`src/rtl/transpose_ctrl.sv`:
```
`default_nettype none
// ----------------------------------------------------------------------------
// transpose_ctrl : grain-based pitch transposer read/crossfade controller
// Rev 1.0
// ----------------------------------------------------------------------------
module transpose_ctrl #(
  parameter int W      = 16,
  parameter int WINDOW = 512,
  parameter int XFADE  = 64,
  parameter int FRAC   = 8
) (
  input  logic                          clk,
  input  logic                          rst,
  input  logic                          strobe,
  input  logic signed [15:0]            pitch,
  output logic                          mem_rd_req,
  output logic [$clog2(WINDOW):0]       mem_rd_addr,
  input  logic                          mem_rd_ack,
  input  logic signed [W-1:0]           mem_rd_data,
  output logic signed [W-1:0]           sample_out,
  output logic                          out_valid,
  output logic                          busy,
  output logic                          grain_wrap,
  output logic                          overrun
);

  localparam int DW = $clog2(WINDOW);
  localparam int XW = $clog2(XFADE);
  localparam int PW = DW + FRAC;
  localparam int AW = DW + 1;

  typedef enum logic [1:0] {
    IDLE = 2'd0,
    RD_A = 2'd1,
    RD_B = 2'd2,
    MIX  = 2'd3
  } state_t;

  state_t state, state_next;

  logic [PW-1:0]        phase;
  logic signed [15:0]   pitch_active;
  logic                 load_pending;
  logic signed [W-1:0]  tap_a, tap_b;
  logic [XW-1:0]        env_a, env_b;

  logic                 accept, drop;
  logic signed [15:0]   step;
  logic [PW:0]          sum_ext;
  logic [DW-1:0]        d, d_next;
  logic [XW-1:0]        env_a_next, env_b_next;
  logic signed [31:0]   prod_a, prod_b;

  assign accept = (state == IDLE) && strobe;
  assign drop   = (state != IDLE) && strobe;
  assign busy   = (state != IDLE);

  // Sign-extended step added one bit wider so bit PW flags carry or borrow.
  assign step    = load_pending ? pitch : pitch_active;
  assign sum_ext = {1'b0, phase} + {{(PW + 1 - 16){step[15]}}, step};
  assign d_next  = sum_ext[PW-1:FRAC];
  assign d       = phase[PW-1:FRAC];

  always_comb begin
    env_a_next = XW'(XFADE - 1);
    env_b_next = '0;
    if ({1'b0, d_next} < AW'(XFADE)) begin
      env_a_next = d_next[XW-1:0];
      env_b_next = XW'(XFADE - 1) - d_next[XW-1:0];
    end
  end

  assign prod_a = 32'(tap_a) * $signed(32'(env_a));
  assign prod_b = 32'(tap_b) * $signed(32'(env_b));

  always_ff @(posedge clk) begin
    if (rst) state <= IDLE;
    else     state <= state_next;
  end

  always_comb begin
    state_next  = state;
    mem_rd_req  = 1'b0;
    mem_rd_addr = '0;
    case (state)
      IDLE: if (strobe) state_next = RD_A;
      RD_A: begin
        mem_rd_req  = 1'b1;
        mem_rd_addr = {1'b0, d};
        if (mem_rd_ack) state_next = RD_B;
      end
      RD_B: begin
        // Second tap sits exactly one window further back.
        mem_rd_req  = 1'b1;
        mem_rd_addr = {1'b1, d};
        if (mem_rd_ack) state_next = MIX;
      end
      MIX:  state_next = IDLE;
    endcase
  end

  always_ff @(posedge clk) begin
    if (rst) begin
      phase        <= '0;
      pitch_active <= '0;
      load_pending <= 1'b1;
      tap_a        <= '0;
      tap_b        <= '0;
      env_a        <= '0;
      env_b        <= '0;
      sample_out   <= '0;
      out_valid    <= 1'b0;
      grain_wrap   <= 1'b0;
      overrun      <= 1'b0;
    end else begin
      out_valid  <= 1'b0;
      grain_wrap <= 1'b0;
      if (drop) overrun <= 1'b1;
      if (accept) begin
        phase      <= sum_ext[PW-1:0];
        env_a      <= env_a_next;
        env_b      <= env_b_next;
        grain_wrap <= sum_ext[PW];
        // A new pitch only takes effect at a grain boundary.
        if (load_pending || sum_ext[PW]) begin
          pitch_active <= pitch;
          load_pending <= 1'b0;
        end
      end
      if (state == RD_A && mem_rd_ack) tap_a <= mem_rd_data;
      if (state == RD_B && mem_rd_ack) tap_b <= mem_rd_data;
      if (state == MIX) begin
        sample_out <= W'((prod_a >>> XW) + (prod_b >>> XW));
        out_valid  <= 1'b1;
      end
    end
  end

endmodule
`default_nettype wire

```
`config.mk`:
```
export PLATFORM = sky130hd
export DESIGN_NAME = transpose_ctrl
export DESIGN_NICKNAME = d
export VERILOG_FILES = /design/src/rtl/transpose_ctrl.sv
export SDC_FILE = /design/constraint.sdc
export NUM_CORES = 1
export LEC_CHECK = 0
export CAP_MARGIN = 0
export CORE_ASPECT_RATIO = 0.8
export CORE_MARGIN = 4
export CORE_UTILIZATION = 30
export CTS_CLUSTER_DIAMETER = 50
export DETAILED_ROUTE_END_ITERATION = 16
export PLACE_DENSITY = 0.51
export SYNTH_ARGS = -nofsm -noshare
export SYNTH_HDL_FRONTEND = slang
export SYNTH_SLANG_ARGS = --single-unit
```
`constraint.sdc`:
```
create_clock -name clk -period 9.5 [get_ports clk]
set_input_delay 1.425 -clock clk [delete_from_list [all_inputs] [get_ports clk]]
set_output_delay 1.425 -clock clk [all_outputs]
set_load 0.01 [all_outputs]
```
==> metrics <==
status finished clean; clk_skew 0.0135 ns; startpoint types flop; Core Area 37400 um^2; share of cells above drive strength 1 3.48%; CTS buffer count 9; Clock Pin Slew Worst Setup and Hold Paths 0.08 ns; num ports 67; area delta synth->final 12.6%; crit end category flop; Post-DP HPWL 23700 um; worst slew pin tran 1.10 ns; met3 wire length 1080 um; static leakage 0.00625 uW; Die ar. 41400 um^2; Synth Area in Compound Gates 9.89%; total global-route track usage 14.7%; largest net degree at the start of global routing 82; worst-path fanout max 17; DRT iter0 DRCs 422; Synth Area in Adders 35.7%; clk buf depth 2; synthesized-area fraction occupied by and/or/nand/nor cells 21.3%; Final Slew Violations 0; Hold Buf Count CTS 0; Cell Rows 63; layout net count 1658; Tmin final 6.78 ns; number of flops mapped to enable cells by yosys 0; worst ir drop on vdd 87.8 uV; RD Place Congestion 0.852; diode count 0; final hold vios 0; vias in the first global route 9080; cts repair resizes 0; R2R setup slack 2.72 ns; Vias/cell 4.68; CTS tree done; CTS sink cnt 99; port bufs 66; Yosys reg bits 99; synthesized area per cell 8.59 um^2; htree depth 3; slowest cell on the critical path dfxtp_1; hold crit path type reg2reg; post-synthesis mux area share 4.08%; Die W 227 um; hold slack final 0.460 ns; RSZ-0062 raised after global routing false; setup TNS 0 ns; wire length after detailed routing 29400 um; # DRC 0; Initial Util 30.7%; CTS Root Cell clkbuf_16; Post-Syn Area 11500 um^2; antenna-violating nets left 0; combinational family with the most area after synthesis adder cells; ys async rst share 0%; Highest Signal Layer met4; xor/xnor share of the synthesized area 4.58%; pwr dens 149 nW/um^2; critical path required time 9.77 ns; CP top delay family adder cells; Top FF cell, synth dfxtp_1; via count 8731; f_max 0.148 GHz; critical path arrival 7.05 ns; relative slew slack 26.7%; Syn Nets 1620; router iterations before antenna repair 5; unique cell type count in the Yosys netlist 66; # Post-CTS Setup Buffers 0; total of max-cap violations 0; GR Overflow Total 0; first-pass GRT wire length 48800 um; Final period util 71.3%; post-synthesis sequential area ratio 17.3%; Clock Latency Late Sink 0.38 ns; # setup viols final 0; antenna violations before repair 0; length of routed met2 wiring 12900 um; Crit path buffers/inverters 2; die outline height 183 um; largest stage delay on the critical path 0.67 ns; WS Path Type reg2reg; average detailed-routed wire length per instance 15.8 um; YS warnings 0; metal1 wirelength 15000 um; Syn Inst Count 1335
==> sequential cells by signal (all words and copies together), names as in the netlist <==
name	count
env_a	6
env_b	6
grain_wrap	1
load_pending	1
out_valid	1
overrun	1
phase	17
pitch_active	16
sample_out	16
state	2
tap_a	16
tap_b	16
==> layout make-up <==
cell class / count / area (um^2)
clock buffers: 10 / 239
repair buffers: 69 / 681
flip-flops and latches: 99 / 1980
inverters: 171 / 642
clock inverters: 6 / 105
fillers: 3979 / 24400
well taps: 487 / 609
multi-input cells: 1023 / 8660
==> worst register-to-register path: cells and delay by family, from the launching register on <==
| kind | cells | cell delay, ns |
|---|---|---|
| buf+inv | 2 | 0.09 |
| simple gates | 7 | 1.38 |
| xor+xnor | 1 | 0.10 |
| fa+ha+maj | 6 | 2.57 |
| compound gates | 9 | 1.89 |
| flops | 1 | 0.67 |
==> synthesized netlist by cell type, types with 3 or more instances <==
| library cell | n | area share, % |
|---|---|---|
| and2_1 | 161 | 8.8 |
| fa_1 | 130 | 23 |
| and3_1 | 7 | 0.38 |
| nand2b_1 | 4 | 0.22 |
| ha_1 | 119 | 13 |
| a221o_1 | 3 | 0.26 |
| or3_1 | 8 | 0.44 |
| buf_6 | 3 | 0.29 |
| xnor2_1 | 48 | 3.7 |
| nand2_1 | 151 | 4.9 |
| a21o_1 | 15 | 0.98 |
| a211oi_1 | 6 | 0.39 |
| nor2_1 | 93 | 3.0 |
| o21a_1 | 10 | 0.65 |
| clkbuf_1 | 36 | 1.2 |
| mux2_2 | 14 | 1.4 |
| inv_1 | 171 | 5.6 |
| o211ai_1 | 3 | 0.20 |
| a21oi_1 | 88 | 3.8 |
| a2bb2oi_1 | 5 | 0.38 |
| nor2b_1 | 10 | 0.55 |
| nand3_1 | 12 | 0.52 |
| mux2i_1 | 31 | 2.7 |
| xor2_1 | 12 | 0.92 |
| dfxtp_1 | 99 | 17 |
| nor3_1 | 24 | 1.0 |
| a211o_1 | 3 | 0.23 |
| o21ai_0 | 20 | 0.87 |
==> kinds of logic after synthesis <==
family | after synthesis
muxes | 45
adders and majority gates | 249
AOI/OAI and AO/OA | 180
DFF | 99
xor gates and xnor gates | 60
buffers and inverters | 213
and+or+nand+nor | 489
==> metrics by stage <==
step,instances,area (um^2),util (%),power (uW),setup slack [ns]
detailed placement,1849,12600,33.6,1500,2.73
global route,1865,12900,34.6,2090,2.04
floorplan,1335,11500,-,1240,3.44
finish,1865,12900,34.6,1920,2.72
CTS,1865,12900,34.6,1950,2.72
global placement,1849,12600,33.6,1490,2.87
==> cells in the final DEF, fill, tap and decap left out, types with 12 or more instances in the layout <==
| master | instances |
|---|---|
| ha_1 | 119 |
| xor2_1 | 12 |
| nor3_1 | 24 |
| fa_1 | 130 |
| xnor2_1 | 48 |
| a21o_1 | 15 |
| mux2i_1 | 31 |
| and2_1 | 161 |
| nand3_1 | 12 |
| a21oi_1 | 88 |
| inv_1 | 171 |
| nor2_1 | 93 |
| mux2_2 | 14 |
| o21ai_0 | 20 |
| dfxtp_1 | 99 |
| clkdlybuf4s50_1 | 65 |
| nand2_1 | 151 |
==> report_power, final <==
part | total, uW | switching [uW] | internal [uW]
clock network | 436 | 192 | 244
logic | 856 | 475 | 381
registers | 628 | 134 | 493
total | 1920 | 801 | 1120
==> layer usage <==
layer,GRT usage (%),vias up
met5,0,-
met2,23.1,112
met4,2.90,0
met3,3.12,21
li1,-,4380
met1,21.1,4218
==> worst paths after layout <==
path	cells past startpoint	endpoint	start
worst min-delay path	2	phase[6]$_SDFFE_PP0P_	phase[6]$_SDFFE_PP0P_
worst min register to register	2	phase[6]$_SDFFE_PP0P_	phase[6]$_SDFFE_PP0P_
worst max register to register	25	sample_out[14]$_SDFFE_PP0P_	env_a[3]$_SDFFE_PP0P_
worst max-delay path	25	sample_out[14]$_SDFFE_PP0P_	env_a[3]$_SDFFE_PP0P_
No activity file was read; power rests on OpenSTA's default activity.
